`src/rtl/cargador_programa_if.sv`:
```
// Bus bundle between the program loader and its surroundings: UART receive and transmit
// handshakes, the instruction RAM write port, and the load status outputs.
//
// Modports:
//   master - the loader. It drives the RAM write port, the transmit request and the status.
//   slave  - the environment (UART, instruction RAM, debug controller) facing the loader.
//
// Signals:
//   start                 one-cycle pulse that begins a load
//   rx_done, uart_data_in received byte strobe and data
//   tx_done               transmitter finished the current byte
//   tx_start              request to transmit uart_data_out
//   uart_data_out         reply byte (ACK/NACK)
//   addr_mem_inst         instruction RAM write address
//   ins_to_mem            instruction RAM write data
//   write_enable_ram_inst instruction RAM write strobe
//   busy, done, error     load status
//   word_count            number of words written in the current load
interface cargador_programa_if #(
  parameter int unsigned LEN                = 32,
  parameter int unsigned LEN_DATA           = 8,
  parameter int unsigned cant_instrucciones = 64
);
  localparam int unsigned AW = $clog2(cant_instrucciones);

  logic                start;
  logic                rx_done;
  logic [LEN_DATA-1:0] uart_data_in;
  logic                tx_done;
  logic                tx_start;
  logic [LEN_DATA-1:0] uart_data_out;
  logic [AW-1:0]       addr_mem_inst;
  logic [LEN-1:0]      ins_to_mem;
  logic                write_enable_ram_inst;
  logic                busy;
  logic                done;
  logic                error;
  logic [AW:0]         word_count;

  modport master (
    input  start,
    input  rx_done,
    input  uart_data_in,
    input  tx_done,
    output tx_start,
    output uart_data_out,
    output addr_mem_inst,
    output ins_to_mem,
    output write_enable_ram_inst,
    output busy,
    output done,
    output error,
    output word_count
  );

  modport slave (
    output start,
    output rx_done,
    output uart_data_in,
    output tx_done,
    input  tx_start,
    input  uart_data_out,
    input  addr_mem_inst,
    input  ins_to_mem,
    input  write_enable_ram_inst,
    input  busy,
    input  done,
    input  error,
    input  word_count
  );
endinterface

```
`src/rtl/cargador_programa.sv`:
```
// Receive-side program loader for the MIPS debug link.
//
// Takes bytes from the UART receiver, assembles them MSB byte first into LEN-bit instruction
// words and writes them to consecutive instruction RAM addresses starting at 0. The load ends
// when a HALT_WORD has been written (success, ACK_BYTE reply) or when the last RAM address has
// been written with a non-HALT word (overflow, NACK_BYTE reply, error set). The reply byte is
// sent through the UART transmitter and a done pulse closes the load.
//
// Optional feature: define CARGADOR_CHECKSUM_EN to build an XOR checksum over every byte
// received while loading. After HALT the loader waits for one more byte and compares it with
// the accumulator; a mismatch turns the reply into NACK_BYTE and sets error. Overflow skips
// the checksum byte entirely.
//
// Ports:
//   clk    system clock, shared with the UART
//   reset  synchronous active-low reset
//   bus    cargador_programa_if.master (UART handshakes, RAM write port, status)
//
// The interface instance must be built with the same LEN, LEN_DATA and cant_instrucciones.
// LEN must be a multiple of LEN_DATA and larger than it.
module cargador_programa #(
  parameter int unsigned         LEN                = 32,
  parameter int unsigned         LEN_DATA           = 8,
  parameter int unsigned         cant_instrucciones = 64,
  parameter logic [LEN-1:0]      HALT_WORD          = {LEN{1'b1}},
  parameter logic [LEN_DATA-1:0] ACK_BYTE           = LEN_DATA'(8'h06),
  parameter logic [LEN_DATA-1:0] NACK_BYTE          = LEN_DATA'(8'h15)
) (
  input logic                 clk,
  input logic                 reset,
  cargador_programa_if.master bus
);

  localparam int unsigned AW = $clog2(cant_instrucciones);
  localparam int unsigned NB = LEN / LEN_DATA;
  localparam int unsigned IW = (NB > 1) ? $clog2(NB) : 1;

  localparam logic [AW-1:0] LastAddr = AW'(cant_instrucciones - 1);
  localparam logic [IW-1:0] LastIdx  = IW'(NB - 1);

  typedef enum logic [2:0] {
    StIdle,
    StRecv,
    StWrite,
    StCheck,
    StSend,
    StWaitTx,
    StDone
  } state_e;

  state_e         state_q, state_d;
  logic [LEN-1:0] word_q, word_d;
  logic [IW-1:0]  idx_q, idx_d;
  logic [AW-1:0]  addr_q, addr_d;
  logic [AW:0]    count_q, count_d;
  logic           error_q, error_d;
`ifdef CARGADOR_CHECKSUM_EN
  logic [LEN_DATA-1:0] chk_q, chk_d;
`endif

  // State register. Reset is synchronous so an abort mid-word simply discards the partial
  // word: the WRITE state can never be reached from the reset value.
  always_ff @(posedge clk) begin
    if (!reset) begin
      state_q <= StIdle;
      word_q  <= '0;
      idx_q   <= '0;
      addr_q  <= '0;
      count_q <= '0;
      error_q <= 1'b0;
`ifdef CARGADOR_CHECKSUM_EN
      chk_q   <= '0;
`endif
    end else begin
      state_q <= state_d;
      word_q  <= word_d;
      idx_q   <= idx_d;
      addr_q  <= addr_d;
      count_q <= count_d;
      error_q <= error_d;
`ifdef CARGADOR_CHECKSUM_EN
      chk_q   <= chk_d;
`endif
    end
  end

  // Next-state logic.
  always_comb begin
    state_d = state_q;
    word_d  = word_q;
    idx_d   = idx_q;
    addr_d  = addr_q;
    count_d = count_q;
    error_d = error_q;
`ifdef CARGADOR_CHECKSUM_EN
    chk_d   = chk_q;
`endif

    case (state_q)
      StIdle: begin
        // start is only honoured here, which is what makes it ignored while busy.
        if (bus.start) begin
          state_d = StRecv;
          idx_d   = '0;
          addr_d  = '0;
          count_d = '0;
          error_d = 1'b0;
`ifdef CARGADOR_CHECKSUM_EN
          chk_d   = '0;
`endif
        end
      end

      StRecv: begin
        if (bus.rx_done) begin
          word_d = {word_q[LEN-LEN_DATA-1:0], bus.uart_data_in};
`ifdef CARGADOR_CHECKSUM_EN
          chk_d  = chk_q ^ bus.uart_data_in;
`endif
          if (idx_q == LastIdx) begin
            state_d = StWrite;
          end else begin
            idx_d = idx_q + 1'b1;
          end
        end
      end

      StWrite: begin
        idx_d   = '0;
        count_d = count_q + 1'b1;
        // Saturate at the last address so the pointer never wraps back to 0; a load that
        // reaches it always terminates in this state.
        if (addr_q != LastAddr) begin
          addr_d = addr_q + 1'b1;
        end
        if (word_q == HALT_WORD) begin
          state_d = StCheck;
        end else if (addr_q == LastAddr) begin
          error_d = 1'b1;
          state_d = StSend;
        end else begin
          state_d = StRecv;
        end
      end

      StCheck: begin
`ifdef CARGADOR_CHECKSUM_EN
        if (bus.rx_done) begin
          if (bus.uart_data_in != chk_q) begin
            error_d = 1'b1;
          end
          state_d = StSend;
        end
`else
        state_d = StSend;
`endif
      end

      StSend: begin
        state_d = StWaitTx;
      end

      // Only tx_done seen from here on counts, so a pulse coincident with tx_start is dropped.
      StWaitTx: begin
        if (bus.tx_done) begin
          state_d = StDone;
        end
      end

      StDone: begin
        state_d = StIdle;
      end

      default: begin
        state_d = StIdle;
      end
    endcase
  end

  // Outputs are decoded from registered state only.
  assign bus.write_enable_ram_inst = (state_q == StWrite);
  assign bus.addr_mem_inst         = addr_q;
  assign bus.ins_to_mem            = word_q;
  assign bus.tx_start              = (state_q == StSend);
  // error_q is settled before SEND and cannot change until the next start, so the reply byte
  // stays stable through WAIT_TX without a dedicated holding register.
  assign bus.uart_data_out         = (state_q == StSend || state_q == StWaitTx) ?
                                     (error_q ? NACK_BYTE : ACK_BYTE) : '0;
  assign bus.busy                  = (state_q != StIdle) && (state_q != StDone);
  assign bus.done                  = (state_q == StDone);
  assign bus.error                 = error_q;
  assign bus.word_count            = count_q;

endmodule

```
`src/flat_wrapper.sv`:
```
// flat-port wrapper written by rule: the top's interface ports become plain ports
module cargador_programa_flat 
#(
  parameter int unsigned         LEN                = 32,
  parameter int unsigned         LEN_DATA           = 8,
  parameter int unsigned         cant_instrucciones = 64,
  parameter logic [LEN-1:0]      HALT_WORD          = {LEN{1'b1}},
  parameter logic [LEN_DATA-1:0] ACK_BYTE           = LEN_DATA'(8'h06),
  parameter logic [LEN_DATA-1:0] NACK_BYTE          = LEN_DATA'(8'h15)
)
  (clk, reset, bus_start, bus_rx_done, bus_uart_data_in, bus_tx_done, bus_tx_start, bus_uart_data_out, bus_addr_mem_inst, bus_ins_to_mem, bus_write_enable_ram_inst, bus_busy, bus_done, bus_error, bus_word_count);
  cargador_programa_if #(.LEN(LEN), .LEN_DATA(LEN_DATA), .cant_instrucciones(cant_instrucciones)) bus_i ();
  input logic clk;
  input logic reset;
  input wire logic [$bits(bus_i.start)-1:0] bus_start;
  input wire logic [$bits(bus_i.rx_done)-1:0] bus_rx_done;
  input wire logic [$bits(bus_i.uart_data_in)-1:0] bus_uart_data_in;
  input wire logic [$bits(bus_i.tx_done)-1:0] bus_tx_done;
  output wire logic [$bits(bus_i.tx_start)-1:0] bus_tx_start;
  output wire logic [$bits(bus_i.uart_data_out)-1:0] bus_uart_data_out;
  output wire logic [$bits(bus_i.addr_mem_inst)-1:0] bus_addr_mem_inst;
  output wire logic [$bits(bus_i.ins_to_mem)-1:0] bus_ins_to_mem;
  output wire logic [$bits(bus_i.write_enable_ram_inst)-1:0] bus_write_enable_ram_inst;
  output wire logic [$bits(bus_i.busy)-1:0] bus_busy;
  output wire logic [$bits(bus_i.done)-1:0] bus_done;
  output wire logic [$bits(bus_i.error)-1:0] bus_error;
  output wire logic [$bits(bus_i.word_count)-1:0] bus_word_count;
  assign bus_i.start = bus_start;
  assign bus_i.rx_done = bus_rx_done;
  assign bus_i.uart_data_in = bus_uart_data_in;
  assign bus_i.tx_done = bus_tx_done;
  assign bus_tx_start = bus_i.tx_start;
  assign bus_uart_data_out = bus_i.uart_data_out;
  assign bus_addr_mem_inst = bus_i.addr_mem_inst;
  assign bus_ins_to_mem = bus_i.ins_to_mem;
  assign bus_write_enable_ram_inst = bus_i.write_enable_ram_inst;
  assign bus_busy = bus_i.busy;
  assign bus_done = bus_i.done;
  assign bus_error = bus_i.error;
  assign bus_word_count = bus_i.word_count;
  cargador_programa #(.LEN(LEN), .LEN_DATA(LEN_DATA), .cant_instrucciones(cant_instrucciones), .HALT_WORD(HALT_WORD), .ACK_BYTE(ACK_BYTE), .NACK_BYTE(NACK_BYTE)) u_core (.clk(clk), .reset(reset), .bus(bus_i));
endmodule
```
`config.mk`:
```
export PLATFORM = sky130hd
export DESIGN_NAME = cargador_programa_flat
export DESIGN_NICKNAME = d
export VERILOG_FILES = /design/src/rtl/cargador_programa_if.sv /design/src/rtl/cargador_programa.sv /design/src/flat_wrapper.sv
export SDC_FILE = /design/constraint.sdc
export NUM_CORES = 1
export LEC_CHECK = 0
export CAP_MARGIN = 40
export CORE_ASPECT_RATIO = 1.4
export CORE_UTILIZATION = 45
export DETAILED_ROUTE_END_ITERATION = 6
export PLACE_DENSITY = 0.83
export RECOVER_POWER = 50
export SYNTH_ARGS = -nofsm -noshare
export SYNTH_HDL_FRONTEND = slang
export SYNTH_SLANG_ARGS = --single-unit
```
`constraint.sdc`:
```
create_clock -name clk -period 3.65 [get_ports clk]
set_clock_uncertainty 0.1 [all_clocks]
set_input_delay 0.365 -clock clk [delete_from_list [all_inputs] [get_ports clk]]
set_output_delay 0.365 -clock clk [all_outputs]
set_load 0.03 [all_outputs]
```
==> impl_metrics.ini <==
[logic_synthesis]
ys_warn_count = 0
netlist.area_leader.share_pct = 45.4
ys_types = 48
yosysTopAreaCell = dfxtp_1
synth_area_leaders = dfxtp_1 (45%), nand2_1 (12%), a21oi_1 (9.3%)
ys_seq_area_share_pct = 45.4
avgSynthCellArea_um2 = 8.27
netlist_instances = 272
yosysMostFrequentCell = nand2_1
ys_ff_latch = 51
synth_edf_count = 0
synthFlopType = dfxtp_1
synthTopCellsByCount = nand2_1 (73), dfxtp_1 (51), a21oi_1 (42), nand4_1 (10), buf_4 (8)
async_flop_share_pct = 0
syn_area_um2 = 2250

[sta]
period_minus_slack_ns = 2.70
finalSetupViolations = 0
min_period_over_period_pct = 74.0
rsz0062_at_grt = false
slew_violations = 0
holdWs_ns = 0.379
relSlewSlack_pct = 18.6
hold_viol_final = 0
setup_ws_ns = 0.951
fmax_mhz = 370
tightest_slew_ns = 1.21
setup_tns_ns = 0

[clocking]
max-clock-path-buffers = 2
numCtsBuffers = 5
cts_root_buffer = clkbuf_8
clock_sinks = 51
post-cts-setup-buffers = 0
insertion_delay_ns = 0.31
post_cts_resized = 0
path_clk_slew_ns = 0.10
cts_tree = built
cts_hold_buf = 0
htree_levels = 2

[setup_path]
cp.depth = 2
crit_path_start_kind = register
crit_required_ns = 3.18
regToRegSetupSlack_ns = 1.52
worst-path-buf-inv = 1
critPathMaxStageDelay_ns = 0.78
crit_family = buffers and inverters
r2r_start = u_core.state_q[0]
path_max_fanout = 15
ff2ff_path_depth = 5
criticalPathCategory = reg -> out
arrival_ns = 2.23
startpoint = u_core.state_q[1]
reg2reg_to = u_core.bus.ins_to_mem[11]
endpoint = bus_write_enable_ram_inst
path_cells = nor3b_4 -> clkdlybuf4s50_1
end_kind = output pin
crit_slowest_cell = clkdlybuf4s50_1

[routing]
drcViolationCount = 0
wl_per_cell_um = 12.7
postRouteAntennaNets = 0
drtIter0Drc = 95
totalWireLength_um = 4990
num_vias = 2066
first_pass_iters = 4
viasPerCell = 5.24

[global_routing]
grtUsageTotal_pct = 20.2
grt_pass1_wl_um = 8110
overflow = 0
grt_use_met1_pct = 25.4
use_met3_pct = 5.73
grt_max_degree = 47
use_met2_pct = 32.6
grt_pass1_vias = 1788
grt_antenna_before_repair = 0
gr-max-usage-layer = met2

[pwr]
p_seq_share_pct = 55.5
internal_power_mw = 0.757
powerDensity_nw_per_um2 = 348
comb_power_share_pct = 11.5
p_switching_mw = 0.290
leakage_nw = 1.10
clock_power_share_pct = 33.0
sw_frac_of_total_pct = 27.7
ir_drop_mv = 0.279

[placed_design]
dp.final_hpwl_um = 3520
portBuffers = 66
gp_congestion = 0.807
place_ws_ns = 1.26

[cells_and_area]
nets = 345
drive_above_1_share_pct = 4.55
antennaDiodeCount = 0
syn2layout_area_growth_pct = 33.5

[die]
start_util_pct = 46.5
core_area_um2 = 4840
die_h_um = 85.7
rows = 30
dieWidth_um = 61.8
dieArea_um2 = 5290
pin_count = 71

[run_status]
outcome = finished, final reports clean

[flow_run]
drv_cap = 0

[hold_path]
hold_class = reg -> reg
-- metrics by stage --
stage,area (um^2),power [mW],utilization [%],std cells
2_1_floorplan,2260,0.674,-,275
3_3_place_gp,2880,0.709,59.5,384
3_5_place_dp,2920,0.718,60.3,386
4_1_cts,3020,1.06,62.3,394
5_1_grt,3000,1.09,62.0,394
6_report,3000,1.05,62.0,394
-- power groups by stage --
stage | combinational (mW) | clock, mW | sequential, mW
finish | 0.120 | 0.345 | 0.581
global route | 0.132 | 0.372 | 0.583
detailed placement | 0.124 | 0 | 0.594
floorplan | 0.0702 | 0 | 0.604
CTS | 0.125 | 0.356 | 0.582
global placement | 0.115 | 0 | 0.594
-- worst min-delay path by stage --
stage                              startpoint  depth (start not counted)  slack, ns                         to
CTS                 u_core.bus.ins_to_mem[28]                          2       0.38  u_core.bus.ins_to_mem[28]
detailed placement  u_core.bus.ins_to_mem[28]                          2       0.37  u_core.bus.ins_to_mem[28]
global route        u_core.bus.ins_to_mem[28]                          2       0.41  u_core.bus.ins_to_mem[28]
finish              u_core.bus.ins_to_mem[28]                          2       0.38  u_core.bus.ins_to_mem[28]
floorplan                     u_core.idx_q[1]                          2       0.36            u_core.idx_q[1]
global placement    u_core.bus.ins_to_mem[28]                          2       0.36  u_core.bus.ins_to_mem[28]
-- cell type report --
type | instances | area [um^2]
sequential | 51 | 1020
tap | 64 | 80.1
fill | 437 | 1840
inverter | 2 | 7.51
multi-input combinational | 201 | 1100
clock buffer | 5 | 68.8
clock inverter | 3 | 26.3
timing repair buffer | 68 | 703
-- sequential cells by signal, indices dropped and copies added (netlist names) --
| name | cells |
|---|---|
| u_core.bus.ins_to_mem | 32 |
| u_core.state_q | 3 |
| u_core.bus.word_count | 7 |
| u_core.idx_q | 2 |
| u_core.bus.error | 1 |
| u_core.bus.addr_mem_inst | 6 |
-- cell usage in the layout, fill, tap and decap left out, types with 2 or more instances in the layout --
cell             netlist  layout
a211oi_1               2       2
a21oi_1               42      42
a311oi_1               2       2
and2_0                 0       2
and2_1                 4       2
and3_1                 2       2
clkbuf_8               0       5
clkdlybuf4s50_1        0      33
conb_1                 1       4
dfxtp_1               51      51
dlygate4sd3_1          0      33
ha_1                   3       3
inv_6                  0       3
mux2_1                 2       2
mux2i_1                3       3
nand2_1               73      73
nand2b_1               3       3
nand3_1                4       4
nand3b_1               2       2
nand4_1               10      10
nor2_1                 7       7
nor2b_1                5       5
nor3b_1                1       2
nor4_1                 2       2
o21ai_0                4       5
o31ai_1                3       3
or3_1                  3       3
-- tightest hold or removal path, stage by stage (launching register included) --
cell     delay, ns
dfxtp_1       0.33
nand2_1       0.06
a21oi_1       0.05
-- logic make-up (layout without fill, tap and decap cells) --
logic type / count (synthesis) / count (layout) / share of synthesized area (%)
flops: 51 / 51 / 45.4
compound gates: 62 / 62 / 16.2
simple gates: 127 / 127 / 28.5
mux: 5 / 5 / 2.34
buf+inv: 23 / 78 / 5.78
other cells: 1 / 4 / 0.167
fa+ha+maj: 3 / 3 / 1.67
-- layer usage --
layer	share of wire [%]	wire, um
met5	0	0
met4	1.5	74
met3	4.7	235
met2	50	2510
met1	44	2180
(Power assumes the default switching activity.)
